## config.mk

```make
export PLATFORM = sky130hd
export DESIGN_NAME = pipeline_hazard_ctrl_flat
export DESIGN_NICKNAME = d
export VERILOG_FILES = /design/src/rtl/pipeline_hazard_ctrl_if.sv /design/src/rtl/pipeline_hazard_ctrl.sv /design/src/flat_wrapper.sv
export SDC_FILE = /design/constraint.sdc
export NUM_CORES = 1
export LEC_CHECK = 0
export ABC_AREA = 1
export CAP_MARGIN = 20
export CORE_ASPECT_RATIO = 1.1
export CORE_MARGIN = 10
export CORE_UTILIZATION = 44
export CTS_CLUSTER_DIAMETER = 60
export DETAILED_ROUTE_END_ITERATION = 6
export GPL_TIMING_DRIVEN = 0
export PLACE_DENSITY = 0.89
export SYNTH_ARGS = -nofsm -noshare
export SYNTH_HDL_FRONTEND = slang
export SYNTH_SLANG_ARGS = --single-unit
```

## constraint.sdc

```tcl
create_clock -name clk -period 2.4 [get_ports clk]
set_input_delay 0.48 -clock clk [delete_from_list [all_inputs] [get_ports clk]]
set_output_delay 0.48 -clock clk [all_outputs]
set_load 0.02 [all_outputs]
```

## src/rtl/pipeline_hazard_ctrl_if.sv

```systemverilog
// Hazard-control bundle between the RV32IM datapath and pipeline_hazard_ctrl.
// The datapath side is the master; the controller side is the slave.
interface pipeline_hazard_ctrl_if;
    // hazard-detection inputs, sourced by the datapath
    logic [4:0] id_rs1;
    logic [4:0] id_rs2;
    logic       id_use_rs1;
    logic       id_use_rs2;
    logic [4:0] ex_rd;
    logic       ex_mem_read;
    logic       ex_muldiv_valid;
    logic       ex_branch_taken;
    logic       imem_ready;

    // pipeline-register controls, sourced by the controller
    logic       pc_write_en;
    logic       pc_redirect;
    logic       if_id_write_en;
    logic       if_id_flush;
    logic       id_ex_write_en;
    logic       id_ex_flush;
    logic       ex_mem_flush;

    modport master (
        output id_rs1, id_rs2, id_use_rs1, id_use_rs2, ex_rd, ex_mem_read,
               ex_muldiv_valid, ex_branch_taken, imem_ready,
        input  pc_write_en, pc_redirect, if_id_write_en, if_id_flush,
               id_ex_write_en, id_ex_flush, ex_mem_flush
    );

    modport slave (
        input  id_rs1, id_rs2, id_use_rs1, id_use_rs2, ex_rd, ex_mem_read,
               ex_muldiv_valid, ex_branch_taken, imem_ready,
        output pc_write_en, pc_redirect, if_id_write_en, if_id_flush,
               id_ex_write_en, id_ex_flush, ex_mem_flush
    );
endinterface

```

## src/rtl/pipeline_hazard_ctrl.sv

```systemverilog
// Stall/flush sequencer for the 5-stage RV32IM pipeline (load-use, redirect, MUL/DIV, imem wait).
// Define HAZARD_STATS_EN to add saturating stall_cycles / flush_events counters.
module pipeline_hazard_ctrl #(
    parameter int unsigned MULDIV_CYCLES = 4,
    parameter int unsigned CNT_W         = 5
) (
    input  logic                    clk,
    input  logic                    reset,
    pipeline_hazard_ctrl_if.slave   hz
`ifdef HAZARD_STATS_EN
    ,
    output logic [31:0]             stall_cycles,
    output logic [31:0]             flush_events
`endif
);

    localparam logic [CNT_W-1:0] CNT_LOAD = CNT_W'(MULDIV_CYCLES - 32'd2);

    typedef enum logic [0:0] {
        ST_RUN    = 1'b0,
        ST_MULDIV = 1'b1
    } state_t;

    state_t           state;
    state_t           next_state;
    logic [CNT_W-1:0] cnt;
    logic [CNT_W-1:0] next_cnt;

    logic load_use;
    logic rs1_hit;
    logic rs2_hit;
    logic hazard_stall;
    logic branch_accept;

    logic pc_write_en;
    logic pc_redirect;
    logic if_id_write_en;
    logic if_id_flush;
    logic id_ex_write_en;
    logic id_ex_flush;
    logic ex_mem_flush;

    // Load-use: an x0 destination never creates a dependency
    always_comb begin
        rs1_hit  = hz.id_use_rs1 && (hz.id_rs1 == hz.ex_rd);
        rs2_hit  = hz.id_use_rs2 && (hz.id_rs2 == hz.ex_rd);
        load_use = hz.ex_mem_read && (hz.ex_rd != 5'd0) && (rs1_hit || rs2_hit);
    end

    always_ff @(posedge clk) begin
        if (reset) begin
            state <= ST_RUN;
            cnt   <= '0;
        end else begin
            state <= next_state;
            cnt   <= next_cnt;
        end
    end

    // Next-state and pipeline controls; holds never assert a flush on the same register
    always_comb begin
        next_state     = state;
        next_cnt       = cnt;
        hazard_stall   = 1'b0;
        branch_accept  = 1'b0;
        pc_write_en    = 1'b1;
        pc_redirect    = 1'b0;
        if_id_write_en = 1'b1;
        if_id_flush    = 1'b0;
        id_ex_write_en = 1'b1;
        id_ex_flush    = 1'b0;
        ex_mem_flush   = 1'b0;

        if (reset) begin
            pc_write_en = 1'b0;
            if_id_flush = 1'b1;
            id_ex_flush = 1'b1;
            ex_mem_flush = 1'b1;
            next_state  = ST_RUN;
            next_cnt    = '0;
        end else begin
            unique case (state)
                ST_RUN: begin
                    if (hz.ex_muldiv_valid) begin
                        pc_write_en    = 1'b0;
                        if_id_write_en = 1'b0;
                        id_ex_write_en = 1'b0;
                        ex_mem_flush   = 1'b1;
                        hazard_stall   = 1'b1;
                        next_cnt       = CNT_LOAD;
                        next_state     = ST_MULDIV;
                    end else if (hz.ex_branch_taken) begin
                        pc_redirect   = 1'b1;
                        if_id_flush   = 1'b1;
                        id_ex_flush   = 1'b1;
                        branch_accept = 1'b1;
                    end else if (load_use) begin
                        pc_write_en    = 1'b0;
                        if_id_write_en = 1'b0;
                        id_ex_flush    = 1'b1;
                        hazard_stall   = 1'b1;
                    end else if (!hz.imem_ready) begin
                        pc_write_en = 1'b0;
                        if_id_flush = 1'b1;
                    end
                end
                ST_MULDIV: begin
                    // EX is occupied; only the fetch side is still watched
                    if (cnt != '0) begin
                        pc_write_en    = 1'b0;
                        if_id_write_en = 1'b0;
                        id_ex_write_en = 1'b0;
                        ex_mem_flush   = 1'b1;
                        hazard_stall   = 1'b1;
                        next_cnt       = cnt - CNT_W'(1);
                    end else begin
                        next_state = ST_RUN;
                        if (!hz.imem_ready) begin
                            pc_write_en = 1'b0;
                            if_id_flush = 1'b1;
                        end
                    end
                end
                default: begin
                    next_state = ST_RUN;
                    next_cnt   = '0;
                end
            endcase
        end
    end

    assign hz.pc_write_en    = pc_write_en;
    assign hz.pc_redirect    = pc_redirect;
    assign hz.if_id_write_en = if_id_write_en;
    assign hz.if_id_flush    = if_id_flush;
    assign hz.id_ex_write_en = id_ex_write_en;
    assign hz.id_ex_flush    = id_ex_flush;
    assign hz.ex_mem_flush   = ex_mem_flush;

`ifdef HAZARD_STATS_EN
    // Saturating event counters
    always_ff @(posedge clk) begin
        if (reset) begin
            stall_cycles <= 32'd0;
            flush_events <= 32'd0;
        end else begin
            if (hazard_stall && (stall_cycles != 32'hFFFF_FFFF))
                stall_cycles <= stall_cycles + 32'd1;
            if (branch_accept && (flush_events != 32'hFFFF_FFFF))
                flush_events <= flush_events + 32'd1;
        end
    end
`endif

endmodule

```

## src/flat_wrapper.sv

```systemverilog
// flat-port wrapper written by rule: the top's interface ports become plain ports
module pipeline_hazard_ctrl_flat 
#(
    parameter int unsigned MULDIV_CYCLES = 4,
    parameter int unsigned CNT_W         = 5
)
  (clk, reset, hz_id_rs1, hz_id_rs2, hz_id_use_rs1, hz_id_use_rs2, hz_ex_rd, hz_ex_mem_read, hz_ex_muldiv_valid, hz_ex_branch_taken, hz_imem_ready, hz_pc_write_en, hz_pc_redirect, hz_if_id_write_en, hz_if_id_flush, hz_id_ex_write_en, hz_id_ex_flush, hz_ex_mem_flush);
  pipeline_hazard_ctrl_if hz_i ();
  input  logic clk;
  input  logic reset;
  input wire logic [$bits(hz_i.id_rs1)-1:0] hz_id_rs1;
  input wire logic [$bits(hz_i.id_rs2)-1:0] hz_id_rs2;
  input wire logic [$bits(hz_i.id_use_rs1)-1:0] hz_id_use_rs1;
  input wire logic [$bits(hz_i.id_use_rs2)-1:0] hz_id_use_rs2;
  input wire logic [$bits(hz_i.ex_rd)-1:0] hz_ex_rd;
  input wire logic [$bits(hz_i.ex_mem_read)-1:0] hz_ex_mem_read;
  input wire logic [$bits(hz_i.ex_muldiv_valid)-1:0] hz_ex_muldiv_valid;
  input wire logic [$bits(hz_i.ex_branch_taken)-1:0] hz_ex_branch_taken;
  input wire logic [$bits(hz_i.imem_ready)-1:0] hz_imem_ready;
  output wire logic [$bits(hz_i.pc_write_en)-1:0] hz_pc_write_en;
  output wire logic [$bits(hz_i.pc_redirect)-1:0] hz_pc_redirect;
  output wire logic [$bits(hz_i.if_id_write_en)-1:0] hz_if_id_write_en;
  output wire logic [$bits(hz_i.if_id_flush)-1:0] hz_if_id_flush;
  output wire logic [$bits(hz_i.id_ex_write_en)-1:0] hz_id_ex_write_en;
  output wire logic [$bits(hz_i.id_ex_flush)-1:0] hz_id_ex_flush;
  output wire logic [$bits(hz_i.ex_mem_flush)-1:0] hz_ex_mem_flush;
  assign hz_i.id_rs1 = hz_id_rs1;
  assign hz_i.id_rs2 = hz_id_rs2;
  assign hz_i.id_use_rs1 = hz_id_use_rs1;
  assign hz_i.id_use_rs2 = hz_id_use_rs2;
  assign hz_i.ex_rd = hz_ex_rd;
  assign hz_i.ex_mem_read = hz_ex_mem_read;
  assign hz_i.ex_muldiv_valid = hz_ex_muldiv_valid;
  assign hz_i.ex_branch_taken = hz_ex_branch_taken;
  assign hz_i.imem_ready = hz_imem_ready;
  assign hz_pc_write_en = hz_i.pc_write_en;
  assign hz_pc_redirect = hz_i.pc_redirect;
  assign hz_if_id_write_en = hz_i.if_id_write_en;
  assign hz_if_id_flush = hz_i.if_id_flush;
  assign hz_id_ex_write_en = hz_i.id_ex_write_en;
  assign hz_id_ex_flush = hz_i.id_ex_flush;
  assign hz_ex_mem_flush = hz_i.ex_mem_flush;
  pipeline_hazard_ctrl #(.MULDIV_CYCLES(MULDIV_CYCLES), .CNT_W(CNT_W)) u_core (.clk(clk), .reset(reset), .hz(hz_i));
endmodule
```

==> impl_metrics.yaml <==
cells_and_area:
  fillers: 124
  nets: 178
  area_growth_pct: 52.6
  drive_gt1_frac: 0.219
  stdcell_area_um2: 1020
  fin_cells: 167
  fin_util: 0.725
  diodes: 0
logic_synthesis:
  synth-edff-count: 0
  synth_cells: 119
  synth.distinct_cells: 20
  syn_area_um2: 666
  synth_top_cell_by_area: "nand2_1"
  synth_most_common_cell: "nand2_1"
  synth.yosys.seq_area_share: 0.180
  synth.top_cells.by_count: "nand2_1 (41), inv_1 (22), nor2_1 (11), nand3_1 (7)"
  yosys_most_used_dff: "dfxtp_1"
  netlist.area_leader.share: 0.231
  yosys-top-cells-area: "nand2_1 (23%), dfxtp_1 (18%), inv_1 (12%), nor2_1 (6.2%), nand3_1 (5.3%)"
  avgSynthCellArea_um2: 5.59
  synth_fp_nets: 144
  yosys_register_bits: 6
  ys_warn_count: 0
  async_flop_share: 0
clocking:
  h-tree-depth: 1
  clkTransAtPathRegs_ps: 50
  clk_path_buf_depth: 2
  hold_buffers: 0
  cts_buffers: 3
  clock_latency_ps: 250
  root_buffer: "clkbuf_4"
  clkSinkCount: 6
  cts_tree: "yes"
power:
  clock_power_share: 0.199
  vdd_drop_max_v: 0.000256
  seq_power_share: 0.267
  p_per_area_nw_per_um2: 478
  p_sw_frac: 0.416
  p_leak_uw: 0.000604
  internal_power_uw: 283
  power_frac_comb: 0.534
  switching_power_uw: 202
grt:
  grt_usage: 0.109
  antenna_found_initial: 0
  grt_use_met1: 0.100
  grt_pass1_vias: 771
  grt_pass1_wl_mm: 3.11
  met3_usage: 0.0334
  overflow: 0
  busiest_layer: "met2"
  grtUsageMet2: 0.209
  grt_max_degree: 7
worst_setup_path:
  worstPathRequired_ps: 1920
  cp_max_fo: 4
  critPathKind: "in2out"
  worstPathArrival_ps: 1860
  worstSetupEndpointType: "output pin"
  critPathLaunchType: "input port"
detailed_routing:
  wire_per_inst_um: 12.0
  dr.pass1.iters: 4
  routed-via-count: 788
  routed_wirelength_mm: 2.00
  ant_nets: 0
  detail_route.iter0.violations: 18
  drt-vias-per-instance: 4.72
  drc: 0
status:
  status: "finished clean"
hold_path:
  holdCritPathClass: "reg2reg"
floorplan:
  core-area_um2: 1400
  chipWidth_um: 57.1
  initial_utilization: 0.475
  ioPinCount: 30
  die_area_um2: 3470
  num_rows: 14
  fp.dieH_um: 60.8
sta:
  slew_headroom: 0.836
  worst_pin_slew_ps: 246
  fin_skew_ps: 9.65
  period_share: 0.975
  rsz0062_at_grt: "false"
  slew_viol_final: 0
  setup_viol_count_final: 0
  whs_ps: 486
  finalHoldViolations: 0
  setup_ws_ps: 59.3
  fmax_mhz: 427
  finalCriticalPeriod_ps: 2340
placed_design:
  placed_cells: 164
  pre_cts_ws_ps: -385
  gp_congestion: 0.815
  dp_hpwl_mm: 1.68
  postPlaceCellArea_um2: 976
  port_buffers: 29
flow_run:
  max_cap_viol_count: 0
==> worst paths after layout <==
check	to	start	slack, ps	cells past startpoint
min	u_core.cnt[0]	u_core.cnt[0]	490	2
max	hz_id_ex_write_en	hz_ex_muldiv_valid	60	7
min reg2reg	u_core.cnt[0]	u_core.cnt[0]	490	2
max reg2reg	u_core.cnt[3]	u_core.cnt[0]	1000	9
==> metrics by stage <==
step | total power [uW] | setup TNS (ps)
finish | 486 | 0
global route | 521 | 0
CTS | 488 | 0
detailed placement | 397 | -1650
global placement | 385 | -1530
floorplan | 301 | 0
==> kinds of logic (layout without fill, tap and decap cells) <==
| group | count (synthesis) | in the layout | synth area share |
|---|---|---|---|
| AOI/OAI and AO/OA | 6 | 6 | 0.0564 |
| DFF | 6 | 6 | 0.180 |
| xor gates and xnor gates | 1 | 1 | 0.0132 |
| buffers and inverters | 29 | 61 | 0.167 |
| adders and majority gates | 2 | 2 | 0.0376 |
| and+or+nand+nor | 75 | 75 | 0.545 |
==> sequential cells by signal (all words and copies together), names as in the netlist <==
signal,flops
u_core.cnt,5
u_core.state,1
==> metal layers <==
| metal | vias up | share of wire |
|---|---|---|
| li1 | 423 | - |
| met1 | 343 | 0.40 |
| met2 | 20 | 0.54 |
| met3 | 2 | 0.050 |
| met4 | 0 | 0.011 |
| met5 | - | 0 |
==> area by class of cell <==
type	count	area (um^2)	area share
multi-input cells	84	442	0.435
well taps	16	20.0	0.0197
flip-flops and latches	6	120	0.118
inverters	29	111	0.110
repair buffers	29	300	0.296
clock buffers	3	22.5	0.0222
==> worst max-delay path, cell delays in order <==
cell and delay [ps]:
clkdlybuf4s50_1 540, nor2_4 70, nor2_4 200, inv_4 70, nor2_2 140, inv_1 50
dlygate4sd2_1 310
==> repair_timing <==
action,in CTS,in global routing
resized for setup,19,14
setup endpoints to repair,7,4
hold endpoints to repair,0,0
pin swaps,0,6
cloned,0,0
setup buffers,0,0
==> power by group through the flow <==
| stage | clock network [uW] | logic (uW) | registers (uW) |
|---|---|---|---|
| after floorplan | 0 | 172 | 129 |
| after global placement | 0 | 255 | 130 |
| after detailed placement | 0 | 266 | 131 |
| after CTS | 101 | 257 | 129 |
| after global routing | 105 | 285 | 131 |
| final | 96.7 | 259 | 130 |
==> cells in the final DEF, fill, tap and decap left out, types with 2 or more instances in the layout <==
master           count
dlymetal6s2s_1       8
nand3_2              2
inv_2                6
nand2_2              5
clkdlybuf4s50_1     13
inv_1               22
a21oi_1              3
nor2_4               3
nand4_1              2
clkbuf_4             3
nand3_1              7
dfxtp_1              6
nor2_1              10
nor2_2               4
nand2_1             39
ha_1                 2
dlygate4sd2_1        4
o21ai_2              2
Note: power is estimated with default switching activity, not from simulation.
